==> config.mk <==
export PLATFORM = sky130hd
export DESIGN_NAME = sad2_reduce_min_stage
export DESIGN_NICKNAME = d
export VERILOG_FILES = /design/src/rtl/sad2_reduce_min_stage.sv
export SDC_FILE = /design/constraint.sdc
export NUM_CORES = 1
export LEC_CHECK = 0
export BUFFER_PORTS_ARGS = -buffer_cell sky130_fd_sc_hd__buf_2
export CAP_MARGIN = 20
export CORE_AREA = 2 2 243 245
export CTS_BUF_LIST = sky130_fd_sc_hd__clkbuf_8
export DETAILED_ROUTE_END_ITERATION = 6
export DIE_AREA = 0 0 245 247
export PLACE_DENSITY = 0.79
export SLEW_MARGIN = 15
export SYNTH_ARGS = -nofsm -noshare
export SYNTH_HDL_FRONTEND = slang
export SYNTH_SLANG_ARGS = --single-unit
==> constraint.sdc <==
create_clock -name Clk -period 3.6 [get_ports Clk]
set_clock_uncertainty 0.1 [all_clocks]
set_input_delay 0.54 -clock Clk [delete_from_list [all_inputs] [get_ports Clk]]
set_output_delay 0.54 -clock Clk [all_outputs]
set_load 0.01 [all_outputs]
==> src/rtl/sad2_reduce_min_stage.sv <==
// -----------------------------------------------------------------------------
// sad2_reduce_min_stage
//
// Purpose
//   Final reduction stage of the SAD pipeline. Sixteen absolute differences
//   from stage C are summed in two registered steps (four 34-bit partial sums,
//   then one 36-bit total). The total is saturated to 32 bits. A running
//   minimum search tracks the smallest result, and its window index, since
//   the last Start pulse.
//
// Ports
//   Clk          rising-edge clock, the only clock
//   Reset        asynchronous, active-low reset
//   InValid      D0..D15 carry a SAD operation this cycle
//   D0..D15      sixteen unsigned 32-bit absolute differences
//   RegWriteIn   register-write control travelling with the operation
//   RegDstIn     destination register number travelling with the operation
//   Stall        pipeline hold; freezes every register (Start still applies
//                to the search registers)
//   Start        single-cycle pulse that begins a new minimum search
//   OutValid     SADSum / RegWriteOut / RegDstOut are valid
//   SADSum       saturated sum of the sixteen differences
//   RegWriteOut  stage-2 RegWrite gated by OutValid
//   RegDstOut    stage-2 RegDst
//   MinSAD       smallest SADSum since the last Start (all ones when none)
//   MinIndex     window index of MinSAD
//   WinCount     number of valid results since the last Start (wraps)
//
// Latency: OutValid rises two unstalled cycles after InValid is sampled.
// -----------------------------------------------------------------------------
module sad2_reduce_min_stage #(
  parameter int IDX_W = 16
) (
  input  logic             Clk,
  input  logic             Reset,
  input  logic             InValid,
  input  logic [31:0]      D0,
  input  logic [31:0]      D1,
  input  logic [31:0]      D2,
  input  logic [31:0]      D3,
  input  logic [31:0]      D4,
  input  logic [31:0]      D5,
  input  logic [31:0]      D6,
  input  logic [31:0]      D7,
  input  logic [31:0]      D8,
  input  logic [31:0]      D9,
  input  logic [31:0]      D10,
  input  logic [31:0]      D11,
  input  logic [31:0]      D12,
  input  logic [31:0]      D13,
  input  logic [31:0]      D14,
  input  logic [31:0]      D15,
  input  logic             RegWriteIn,
  input  logic [4:0]       RegDstIn,
  input  logic             Stall,
  input  logic             Start,
  output logic             OutValid,
  output logic [31:0]      SADSum,
  output logic             RegWriteOut,
  output logic [4:0]       RegDstOut,
  output logic [31:0]      MinSAD,
  output logic [IDX_W-1:0] MinIndex,
  output logic [IDX_W-1:0] WinCount
);

  localparam logic [31:0] SadMax = 32'hFFFF_FFFF;

  // Four 32-bit operands never exceed 34 bits, so no carry is lost here.
  function automatic logic [33:0] sum4(input logic [31:0] a,
                                       input logic [31:0] b,
                                       input logic [31:0] c,
                                       input logic [31:0] d);
    return 34'(a) + 34'(b) + 34'(c) + 34'(d);
  endfunction

  // ---------------------------------------------------------------------------
  // Stage 1: partial sums and control copies
  // ---------------------------------------------------------------------------
  logic        s1Valid;
  logic [33:0] s1P0;
  logic [33:0] s1P1;
  logic [33:0] s1P2;
  logic [33:0] s1P3;
  logic        s1RegWrite;
  logic [4:0]  s1RegDst;

  // ---------------------------------------------------------------------------
  // Stage 2: full-width total and control copies
  // ---------------------------------------------------------------------------
  logic        s2Valid;
  logic [35:0] s2Total;
  logic        s2RegWrite;
  logic [4:0]  s2RegDst;

  logic [35:0] total;

  always_comb begin
    total = 36'(s1P0) + 36'(s1P1) + 36'(s1P2) + 36'(s1P3);
  end

  // Data registers load on every unstalled cycle; a bubble carries whatever
  // is on D0..D15 but its valid bit is 0, so nothing downstream uses it.
  // NOTE: sequential state uses non-blocking (<=) so every register samples
  // the pre-edge value of its source, independent of statement order.
  always_ff @(posedge Clk or negedge Reset) begin
    if (!Reset) begin
      s1Valid    <= 1'b0;
      s1P0       <= '0;
      s1P1       <= '0;
      s1P2       <= '0;
      s1P3       <= '0;
      s1RegWrite <= 1'b0;
      s1RegDst   <= '0;
      s2Valid    <= 1'b0;
      s2Total    <= '0;
      s2RegWrite <= 1'b0;
      s2RegDst   <= '0;
    end else if (!Stall) begin
      s1Valid    <= InValid;
      s1P0       <= sum4(D0,  D1,  D2,  D3);
      s1P1       <= sum4(D4,  D5,  D6,  D7);
      s1P2       <= sum4(D8,  D9,  D10, D11);
      s1P3       <= sum4(D12, D13, D14, D15);
      s1RegWrite <= RegWriteIn;
      s1RegDst   <= RegDstIn;
      s2Valid    <= s1Valid;
      s2Total    <= total;
      s2RegWrite <= s1RegWrite;
      s2RegDst   <= s1RegDst;
    end
  end

  // Any set bit above bit 31 means the true sum does not fit: clamp.
  always_comb begin
    OutValid    = s2Valid;
    SADSum      = (s2Total[35:32] == 4'd0) ? s2Total[31:0] : SadMax;
    RegWriteOut = s2RegWrite & s2Valid;
    RegDstOut   = s2RegDst;
  end

  // ---------------------------------------------------------------------------
  // Minimum search
  // ---------------------------------------------------------------------------
  // A result is counted only on an unstalled cycle. While stalled, OutValid
  // stays high on the same result, and it is counted on the cycle the stall
  // releases. Start is honoured even under Stall. A result that is not
  // counted in that cycle will be counted after the stall, as index 0.
  logic             countResult;
  logic [31:0]      minNext;
  logic [IDX_W-1:0] idxNext;
  logic [IDX_W-1:0] cntNext;

  // NOTE: every always_comb output gets a default first, so no path can leave
  // it unassigned and infer a latch.
  always_comb begin
    countResult = OutValid & ~Stall;
    minNext     = MinSAD;
    idxNext     = MinIndex;
    cntNext     = WinCount;
    if (Start) begin
      idxNext = '0;
      if (countResult) begin
        minNext = SADSum;
        cntNext = IDX_W'(1);
      end else begin
        minNext = SadMax;
        cntNext = '0;
      end
    end else if (countResult) begin
      // Strict compare: ties keep the earlier index, and an all-ones result
      // never displaces the all-ones "empty" value.
      if (SADSum < MinSAD) begin
        minNext = SADSum;
        idxNext = WinCount;
      end
      cntNext = WinCount + IDX_W'(1);  // wraps naturally at 2^IDX_W
    end
  end

  always_ff @(posedge Clk or negedge Reset) begin
    if (!Reset) begin
      MinSAD   <= SadMax;
      MinIndex <= '0;
      WinCount <= '0;
    end else begin
      MinSAD   <= minNext;
      MinIndex <= idxNext;
      WinCount <= cntNext;
    end
  end

endmodule

=== Word level (Yosys, flattened, before mapping) ===
Index checks and enable logic that the tools add are counted.

* Output and inout bits: 103
* Input port bits: 523
* Flip-flop bits (word level): 250

* $add $sub $neg: 16
* Mux-type cells: 11
* Magnitude comparators: 1
* Reductions and logical operators: 4
* Bitwise operators: 3

{| class="wikitable"
|+ Operator list
! cell !! number
|-
| $mux 32 || 5
|-
| $add 33x32->34 || 4
|-
| $add 34x32->34 || 4
|-
| $add 32x32->33 || 4
|-
| $mux 16 || 5
|-
| $add 35x34->36 || 1
|-
| $add 36x34->36 || 1
|-
| $add 34x34->35 || 1
|-
| $lt 32x32->1 || 1
|-
| $add 16x1->16 const B || 1
|-
| $logic_not 4->1 || 1
|-
| $reduce_bool 2->1 || 2
|-
| $and 1x1->1 || 2
|-
| $reduce_and 2->1 || 1
|-
| $mux 1 || 1
|-
| $not 1->1 || 1
|}

=== Longest topological paths before layout ===
Gate-level depths: netlist of the first run.

* Word-level depth: 6
* Mapped depth: 15

=== Worst setup path before layout of the first run ===
Ideal clock, no wire load.

* Path type: input to register
* Start point: input port D12[1]
* End point: register s1P3[31]
* Data arrival time: 3.877 ns
* Path slack: -0.446 ns
* Data required time: 3.431 ns
* Cell stages on the path: 14
* Setup time: 0.069 ns
* Path through: inv_1 -> fa_1 -> inv_1 -> fa_1 -> ha_1 -> fa_1 -> a211oi_1 -> o21ai_1 -> o2111ai_1 -> a21oi_1 -> o41ai_1 -> o21ai_1 -> or4b_1 -> nand3_1

* Longest elaborated chain between the ends: 3

{| class="wikitable"
|+ Ends and longest elaborated chain
! what !! RTL line !! source
|-
| from (decl) || 49 || <nowiki>input logic [31:0] D12,</nowiki>
|-
| $add 32x32->33 || 73 || <nowiki>return 34'(a) + 34'(b) + 34'(c) + 34'(d);</nowiki>
|-
| $add 33x32->34 || 73 ||
|-
| $add 34x32->34 || 73 ||
|-
| to (signal assigned) || 123 || <nowiki>s1P3 <= sum4(D12, D13, D14, D15);</nowiki>
|-
| to (decl) || 83 || <nowiki>logic [33:0] s1P3;</nowiki>
|}

Every way passes these cells.
A chain may end at the register's enable or synchronous reset.

=== Worst setup path in the final report of the first run ===
* Start point: register s1P0[1]
* End point: register s2Total[35]

* Longest elaborated chain between the ends: 3

{| class="wikitable"
|+ Ends and longest elaborated chain
! what !! RTL line !! source
|-
| from (decl) || 80 || <nowiki>logic [33:0] s1P0;</nowiki>
|-
| from (signal assigned) || 120 || <nowiki>s1P0 <= sum4(D0, D1, D2, D3);</nowiki>
|-
| $add 34x34->35 || 98 || <nowiki>total = 36'(s1P0) + 36'(s1P1) + 36'(s1P2) + 36'(s1P3);</nowiki>
|-
| $add 35x34->36 || 98 ||
|-
| $add 36x34->36 || 98 ||
|-
| to (signal assigned) || 127 || <nowiki>s2Total <= total;</nowiki>
|-
| to (decl) || 91 || <nowiki>logic [35:0] s2Total;</nowiki>
|}

Every way passes these cells.

==> out/results.ini, run 1 <==
[setup_path]
worst_r2r_startpoint = s1P0[1]
r2r_slack_ps = -270
worstPathMaxFanout = 5
criticalPathCategory = reg -> reg
r2r_cells = 16
r2r_end = s2Total[35]
crit_path_end_kind = register
critPathRequiredTime_ps = 3970
worst_ep_arrival_time_ps = 4250
crit_path_start_kind = register

[timing]
min_period_ps = 3870
max_freq_mhz = 258
rsz0062_at_grt = yes
setup-tns-final_ps = -2260
worstMarginPinSlew_ps = 1140
fin_crit_sh_pct = 108
setup_violations = 16
slew_violations = 0
final_hold_viol_count = 0
slew_headroom_pct = 23.6
worst_slack_ps = -272

[cells_and_area]
mostFrequentLayoutCells = inv_1 (805), buf_2 (621), buf_4 (380)
nNetsFinal = 5262
multi_input_area_um2 = 19300
regArea_um2 = 6300
final.fill_count = 5001
area_growth_pct = 30.7
drive_above_1_share_pct = 31.1
final_common_cell = inv_1

[min_path]
hold_class = in -> reg
holdPathEnd = s1Valid
min_path_cells = 2
min_from = InValid

[status]
status = finished, violations left
failed_checks = setup timing

[synth]
synthFlopType = dfrtp_1
synthCells = 3232
synth-edff-count = 0
ys_seq_area_share_pct = 22.3
synth_area_per_cell_um2 = 8.72
synth-seq-cells = 250
synthesis.nets = 4278
ys.warnings.count = 0
netlist_area_um2 = 28200
ys_types = 85
async_flop_share_pct = 100

[run]
drv_cap = 0

[route]
wl_per_cell_um = 16.6
firstDrtPassIters = 6
postRouteAntennaNets = 0
dr.first_iter.drc_count = 1348
wl_mm = 83.1
via_per_inst = 5.10
drcViolationCount = 0
route.vias.total = 25581

[die]
die_h_um = 247
row_count = 89
dieArea_um2 = 60500
die-width_um = 245
start_util_pct = 48.4
num_io_pins = 626
core_um2 = 58200

[clock_tree]
clk_latency_ps = 610
cts_tree = built
clockBufferDepth = 3
cts-htree-levels = 2
numCtsBuffers = 45
clk_pin_slew_ps = 60
cts_sinks = 250
clockRootBuffer = clkbuf_8

[pwr]
ir_worst_vdd_v = 0.00138
finalPower_mw = 42.4
p_leak_nw = 19.9
power.density_nw_per_um2 = 1150

[global_route]
met1_usage_pct = 33.4
grt_pass1_vias = 26119
grt.total_usage_pct = 27.2
grt_start_max_net_pins = 131
antenna_found_initial = 1
grt.busiest_layer = met2
overflow = 0
grt_use_met2_pct = 48.4
grt_pass1_wl_mm = 130
gr-usage-met3_pct = 3.03

[place]
port_buffers = 625
gp_congestion = 0.955
dp.final_hpwl_mm = 69.6

-- cells by family after synthesis --
| kind of cell | share of synthesized area [%] |
|---|---|
| adder cells (fa/ha/maj) | 31.8 |
| flip-flops | 22.3 |
| multiplexers | 2.50 |
| buffers and inverters | 12.1 |
| XOR/XNOR | 3.67 |
| AO/OA/AOI/OAI | 16.4 |
| AND/OR/NAND/NOR | 11.1 |
-- layout make-up --
class	instances	share of cell area (%)
Antenna cell	2	0.0136
Clock buffer	58	2.17
Clock inverter	17	0.224
Inverter	820	8.36
Multi-Input combinational cell	2078	52.5
Sequential cell	250	17.1
Tap cell	773	2.63
Timing Repair Buffer	1021	17.0
-- cells in the mapped netlist (8+ instances only) --
cell	instances	area, µm²
and3_1	29	181
o21ai_0	144	721
buf_1	12	45.0
buf_2	8	40.0
a31oi_1	12	75.1
nor4_1	11	68.8
a211oi_1	29	218
nand3_1	54	270
fa_1	324	6490
mux2_2	31	349
a21o_1	83	623
dfstp_2	32	841
and4_1	8	70.1
ha_1	199	2490
xnor2_1	66	578
nor2b_1	12	75.1
clkbuf_1	60	225
a21oi_1	176	881
a2111oi_0	9	78.8
a221oi_1	8	70.1
nor3b_1	13	97.6
o31ai_1	35	263
dfrtp_1	218	5460
o211ai_1	18	135
nor2_1	145	544
o21bai_1	16	120
nor3_1	45	225
o21a_1	28	210
xor2_1	52	455
mux2i_1	33	330
nand2_1	222	833
a211o_1	12	105
and2_1	12	75.1
inv_1	819	3070
nand4_1	25	156
nand2b_1	46	288
o21ai_1	61	305
-- worst max-delay path: stages (launching register included) --
cell and delay, ps:
dfrtp_1 360, inv_2 50, fa_1 550, inv_2 40
fa_1 430, ha_2 200, inv_2 60, fa_2 190
nor2b_1 50, o21ai_1 170, a21o_1 280, a211oi_4 90
buf_6 150, o211ai_1 290, nand4_1 220, and3_4 210
o41a_1 290
-- worst max path at each step --
stage / from / end / cells past startpoint
final: s1P0[1] / s2Total[35] / 16
after global routing: s1P0[3] / s2Total[35] / 14
after CTS: s1P0[1] / s2Total[35] / 16
after detailed placement: D8[1] / s1P2[29] / 16
after global placement: D4[1] / s1P1[31] / 15
after floorplan: D8[1] / s1P2[29] / 14
-- state kept, by name, indices dropped and copies added (netlist names) --
register,flops
s1P3,34
OutValid,1
MinIndex,16
s1Valid,1
s1P2,34
s1RegWrite,1
RegDstOut,5
s1RegDst,5
s1P1,34
s2Total,36
WinCount,16
MinSAD,32
s1P0,34
s2RegWrite,1
-- per-layer routing --
metal  part of all wire, %  wire, µm  vias to the layer above
met4                   4.2      3470                        0
met1                    41     33800                    12279
met3                   4.7      3930                      154
met2                    50     42000                      775
met5                     0         0                        -
li1                      -         -                    12373
-- what timing repair did --
action / in CTS / in global routing
setup endpoints to repair: 26 / 80
hold endpoints to repair: 77 / 0
setup buffers: 14 / 18
gates cloned: 0 / 1
hold buffers: 1 / 0
gates resized for setup: 55 / 92
pin swaps: 34 / 47
-- report_power, final --
group          internal, mW  switching, mW
clock network          1.44           1.22
logic                  16.7           18.2
registers              3.95          0.809
-- per-stage QoR --
step | hold slack, ps | instance area, µm² | utilization, % | std cells | worst slack (ps)
global route | 58.3 | 36800 | 63.3 | 5018 | -420
finish | 75.1 | 36800 | 63.3 | 5019 | -272
detailed placement | 367 | 35000 | 60.1 | 4912 | -669
CTS | 28.4 | 36200 | 62.2 | 5001 | -255
global placement | 363 | 35000 | 60.1 | 4912 | -626
floorplan | 144 | 28400 | - | 3232 | -250
No activity file was read; power rests on OpenSTA's default activity.
==> run 2, diff against run 1 <==
--- a/config.mk
+++ b/config.mk
@@ -7,11 +7,12 @@
 export LEC_CHECK = 0
 export BUFFER_PORTS_ARGS = -buffer_cell sky130_fd_sc_hd__buf_2
 export CAP_MARGIN = 20
-export CORE_AREA = 2 2 243 245
+export CORE_AREA = 2 2 247 249
 export CTS_BUF_LIST = sky130_fd_sc_hd__clkbuf_8
 export DETAILED_ROUTE_END_ITERATION = 6
-export DIE_AREA = 0 0 245 247
-export PLACE_DENSITY = 0.79
+export DIE_AREA = 0 0 249 251
+export MAX_ROUTING_LAYER = met4
+export PLACE_DENSITY = 0.74
 export SLEW_MARGIN = 15
 export SYNTH_ARGS = -nofsm -noshare
 export SYNTH_HDL_FRONTEND = slang
==> constraint.sdc (replaced) <==
create_clock -name Clk -period 4.2 [get_ports Clk]
set_clock_uncertainty 0.1 [all_clocks]
set_input_delay 0.63 -clock Clk [delete_from_list [all_inputs] [get_ports Clk]]
set_output_delay 0.63 -clock Clk [all_outputs]
set_load 0.01 [all_outputs]
==> run 2 against run 1 <==
  * The run now ends clean
  * Non-clock buffer count shrank 269
  * Setup slack gained 460 ps
  * First-iteration DRC count grew 9.1%
  * Largest cell class unchanged
  * Die area grew 3.3%
  * Global-route usage shrank 1.6 points
  * Register-to-register slack gained 480 ps
  * Clock-buffer cell count grew 6
  * Via count shrank 5.0%
  * Sequential power shrank 14%
  * Largest power group unchanged
==> out/results.ini, run 2 (same netlist as run 1, synthesis figures left out) <==
[die]
dieArea_um2 = 62500  ; +3.3%
core_um2 = 59800  ; +2.7%
start_util_pct = 47.1  ; -1.3 points
num_io_pins = 626  ; unchanged
die_h_um = 251  ; +1.6%
row_count = 90  ; +1.1%
die-width_um = 249  ; +1.6%

[place]
dp_slack_ps = -554  ; +114 ps
dp.final_hpwl_mm = 65.6  ; -5.8%
gp_congestion = 0.930  ; -2.6%
dp.cells = 4679  ; -4.7%
port_buffers = 625  ; unchanged

[route]
drcViolationCount = 0  ; unchanged
firstDrtPassIters = 5  ; -1
dr.first_iter.drc_count = 1471  ; +9.1%
wl_mm = 77.9  ; -6.3%
via_per_inst = 5.09  ; -0.18%
wl_per_cell_um = 16.3  ; -1.6%
postRouteAntennaNets = 0  ; unchanged
route.vias.total = 24298  ; -5.0%

[timing]
setup_violations = 0  ; -16
final_hold_viol_count = 0  ; unchanged
setup-tns-final_ps = 0  ; +2260 ps
slew_headroom_pct = 32.7  ; +9.2 points
min_period_ps = 4010
slew_violations = 0  ; unchanged
worst_slack_ps = 191  ; +463 ps
max_freq_mhz = 249
worstMarginPinSlew_ps = 1000  ; -141 ps
fin_crit_sh_pct = 95.4

[cells_and_area]
largest_register_ffs = 36  ; unchanged
mostFrequentLayoutCells = inv_1 (835), buf_2 (623), fa_1 (323)
final_common_cell = inv_1
final.fill_count = 5565  ; +11%
regArea_um2 = 6300  ; unchanged
drive_above_1_share_pct = 23.3  ; -7.8 points
top_register = s2Total
final-instance-count-excl-fill = 4776  ; -4.8%
final_util_pct = 57.1  ; -6.2 points
area_growth_pct = 21.0
nNetsFinal = 4997  ; -5.0%
multi_input_area_um2 = 18500  ; -4.3%

[global_route]
grt.total_usage_pct = 25.5  ; -1.6 points
grt_start_max_net_pins = 115  ; -12%
grt_pass1_wl_mm = 123  ; -4.9%
overflow = 0  ; unchanged
antenna_found_initial = 2  ; +1
grt_pass1_vias = 24497  ; -6.2%

[pwr]
finalPower_mw = 28.9  ; -32%
power.density_nw_per_um2 = 848  ; -26%
ir_worst_vdd_v = 0.000820  ; -41%
p_leak_nw = 18.6  ; -6.5%

[setup_path]
crit_path_start_kind = input port
r2r_slack_ps = 210  ; +480 ps
worstPathMaxFanout = 3  ; -2
worst_r2r_startpoint = s1P1[12]
crit_path_end_kind = register
critPathRequiredTime_ps = 4580  ; +610 ps
r2r_cells = 13  ; -3
worst_ep_arrival_time_ps = 4390  ; +140 ps
criticalPathCategory = in -> reg
r2r_end = s2Total[35]

[clock_tree]
clockBufferDepth = 3  ; unchanged
cts-htree-levels = 2  ; unchanged
clk_latency_ps = 620  ; about the same
clk_pin_slew_ps = 60  ; about the same
cts_tree = built
cts_sinks = 250  ; unchanged
numCtsBuffers = 49  ; +8.9%
clockRootBuffer = clkbuf_8

[min_path]
hold_class = in -> async

[run]
drv_cap = 0  ; unchanged

[status]
status = complete, no violations

[run 2: cell type report]
| type | count | share of cell area (%) |
|---|---|---|
| Inverter | 820 | 9.02 |
| Clock inverter | 27 | 0.510 |
| Sequential cell | 250 | 18.4 |
| Multi-Input combinational cell | 2078 | 54.2 |
| Tap cell | 782 | 2.87 |
| Antenna cell | 3 | 0.0220 |
| Clock buffer | 64 | 2.58 |
| Timing Repair Buffer | 752 | 12.3 |
[run 2: timing repair]
| item | in CTS | in global routing |
|---|---|---|
| hold buffers | 0 | 0 |
| gates resized for setup | 0 | 7 |
| setup endpoints to repair | 0 | 9 |
| setup buffers | 0 | 2 |
[run 2: through the flow]
step	instance area (µm²)	hold slack [ps]
after CTS	34000	8.14
final	34100	1.72
after detailed placement	33000	368
after global placement	33000	362
after floorplan	28200	234
after global routing	34100	38.6
[run 2: worst max path at each step]
stage,from,end,slack (ps)
floorplan,D12[1],s1P3[31],60
global placement,D12[1],s1P3[31],-440
detailed placement,D12[1],s1P3[31],-550
CTS,D12[1],s1P3[31],80
global route,s1P1[2],s2Total[34],-30
finish,D4[1],s1P1[31],190
[run 2: layer usage]
| layer | GRT usage [%] | routed length (µm) |
|---|---|---|
| met5 | - | 0 |
| met4 | 7.17 | 1860 |
| met3 | 2.56 | 3420 |
| met2 | 44.8 | 40000 |
| met1 | 31.4 | 32600 |
[run 2: worst max-delay path, cell delays in order]
cell,delay (ps)
buf_2,110
fa_1,540
inv_1,50
fa_1,480
inv_1,50
ha_1,240
fa_1,460
a211o_1,310
a21boi_1,210
o21ai_1,240
a21oi_1,230
buf_4,150
o2111ai_1,150
a311oi_1,290
xor2_1,170
o21ai_1,70
[run 2: where the power goes]
group | switching [mW] | internal, mW
sequential | 0.706 | 3.39
clock | 1.13 | 1.49
combinational | 12.7 | 9.48
total | 14.6 | 14.4
==> run 3, diff against run 2 <==
--- a/config.mk
+++ b/config.mk
@@ -7,12 +7,13 @@
 export LEC_CHECK = 0
 export BUFFER_PORTS_ARGS = -buffer_cell sky130_fd_sc_hd__buf_2
 export CAP_MARGIN = 20
-export CORE_AREA = 2 2 247 249
+export CELL_PAD_IN_SITES_DETAIL_PLACEMENT = 1
+export CELL_PAD_IN_SITES_GLOBAL_PLACEMENT = 1
+export CORE_UTILIZATION = 43
 export CTS_BUF_LIST = sky130_fd_sc_hd__clkbuf_8
 export DETAILED_ROUTE_END_ITERATION = 6
-export DIE_AREA = 0 0 249 251
 export MAX_ROUTING_LAYER = met4
-export PLACE_DENSITY = 0.74
+export PLACE_DENSITY = 0.87
 export SLEW_MARGIN = 15
 export SYNTH_ARGS = -nofsm -noshare
 export SYNTH_HDL_FRONTEND = slang
==> run 3 against run 2 <==
  * Setup slack worse by 21 ps
  * Die area up 6.5%
  * Via count up 4.2%
  * Critical path type is now reg -> reg
  * Highest routed layer unchanged
==> out/results.ini, run 3 (same netlist as run 1, synthesis figures left out) <==
[route]
firstDrtPassIters = 5  ; unchanged
wl_per_cell_um = 19.3  ; +18%
via_per_inst = 5.22  ; +2.7%
route.vias.total = 25325  ; +4.2%
dr.first_iter.drc_count = 1208  ; -18%
postRouteAntennaNets = 0  ; unchanged
drcViolationCount = 0  ; unchanged
wl_mm = 93.6  ; +20%

[setup_path]
crit_path_cell_trace = inv_1, fa_1, fa_1, inv_1, ha_1, and2_1, and3_1, a221oi_2, nor2b_1, o211ai_1, nand4_1, and3_1, o41a_1
crit_family = adder cells
crit_path_end_kind = register
criticalPathCategory = reg -> reg
critPathRequiredTime_ps = 4590  ; about the same
slowest_stage = fa_1
worst_ep_arrival_time_ps = 4420  ; +30 ps
critPathMaxStageDelay_ps = 510  ; -30 ps
crit_path_start_kind = register
crit_buf_inv = 2  ; -2
worstPathMaxFanout = 9  ; +6

[global_route]
grt_pass1_vias = 28368  ; +16%
grt_pass1_wl_mm = 147  ; +19%
antenna_found_initial = 2  ; unchanged
overflow = 0  ; unchanged
grt.total_usage_pct = 28.9  ; +3.4 points
grt_start_max_net_pins = 163  ; +42%

[timing]
max_freq_mhz = 248  ; -0.51%
slew_violations = 0  ; unchanged
setup_violations = 0  ; unchanged
worstMarginPinSlew_ps = 1010  ; +4.91 ps
slew_headroom_pct = 32.4  ; -0.33 points
fin_crit_sh_pct = 95.9  ; +0.49 points
setup-tns-final_ps = 0  ; unchanged
min_period_ps = 4030  ; +20.6 ps
final_hold_viol_count = 0  ; unchanged

[status]
status = complete, no violations

[place]
dp.final_hpwl_mm = 80.2  ; +22%
gp_congestion = 0.957  ; +2.9%
dpl_cell_area_um2 = 33200  ; +0.52%
port_buffers = 625  ; unchanged
dp.cells = 4760  ; +1.7%

[die]
core_um2 = 64600  ; +8.0%
num_io_pins = 626  ; unchanged
dieArea_um2 = 66600  ; +6.5%
die_h_um = 258  ; +2.8%
row_count = 93  ; +3.3%
die-width_um = 258  ; +3.6%
start_util_pct = 43.7  ; -3.5 points

[pwr]
power.density_nw_per_um2 = 882  ; +4.0%
ir_worst_vdd_v = 0.000801  ; -2.3%
p_leak_nw = 18.6  ; about the same

[clock_tree]
cts_tree = built
clockBufferDepth = 3  ; unchanged
clockRootBuffer = clkbuf_8
cts-htree-levels = 2  ; unchanged
numCtsBuffers = 46  ; -6.1%
clk_latency_ps = 620  ; about the same
cts_sinks = 250  ; unchanged
clk_pin_slew_ps = 60  ; about the same

[min_path]
hold_class = in -> reg

[cells_and_area]
drive_above_1_share_pct = 23.4  ; +0.10 points
nNetsFinal = 5001  ; +0.080%
final-instance-count-excl-fill = 4847  ; +1.5%
top_register = s2Total
fin_area_um2 = 34200  ; +0.20%
final_common_cell = inv_1
largest_register_ffs = 36  ; unchanged
area_growth_pct = 21.3
mostFrequentLayoutCells = inv_1 (838), buf_2 (623), fa_1 (323)

[run]
drv_cap = 0  ; unchanged

==> run 3: where the power goes <==
part,internal (mW),leakage [nW],switching (mW)
Combinational,9.68,15.1,13.9
Clock,1.31,0.556,1.12
Sequential,3.39,3.01,0.734
==> run 3: final cells by class <==
| cell class | instances | area [µm²] |
|---|---|---|
| clock buffers | 55 | 757 |
| diodes | 1 | 2.50 |
| well taps | 855 | 1070 |
| multi-input cells | 2078 | 18600 |
| flip-flops and latches | 250 | 6300 |
| inverters | 820 | 3080 |
| clock inverters | 29 | 179 |
| fillers | 7895 | 30400 |
| repair buffers | 759 | 4250 |
==> run 3: metrics by stage <==
step	total power, mW	setup slack (ps)	util (%)	hold WS [ps]
final	30.1	171	52.9	165
after global routing	32.9	-7.28	52.9	142
after CTS	29.7	26.7	52.8	116
after detailed placement	27.1	-803	51.4	371
after global placement	26.0	-523	51.3	363
after floorplan	19.9	63.9	-	234
==> run 3: repair_timing <==
action                                  CTS  global route
endpoints found under the hold margin    36             0
resized for setup                         2            14
buffers inserted                          0             1
pin swaps                                 0            11
endpoints found under the setup margin    1            14
hold buffers                              1             0
==> run 3: routing by layer <==
metal  up-vias  global-route usage, %  part of all wire (%)
li1      11870                      -                     -
met1     12632                   32.3                    39
met2       633                   53.6                    54
met3       190                   2.53                   3.2
met4         0                   10.3                   3.5
met5         -                      -                     0
==> run 3: worst paths after layout <==
kind | from | cells past startpoint | end | slack (ps)
setup / recovery | s1P1[15] | 13 | s2Total[35] | 170
hold / removal | RegDstIn[1] | 2 | s1RegDst[1] | 170
setup reg to reg | s1P1[15] | 13 | s2Total[35] | 170
hold reg to reg | s1P2[14] | 2 | s1P2[14] | 380
max in group asynchronous | Reset | 3 | MinSAD[27] | 2570
min in group asynchronous | Reset | 2 | OutValid | 530
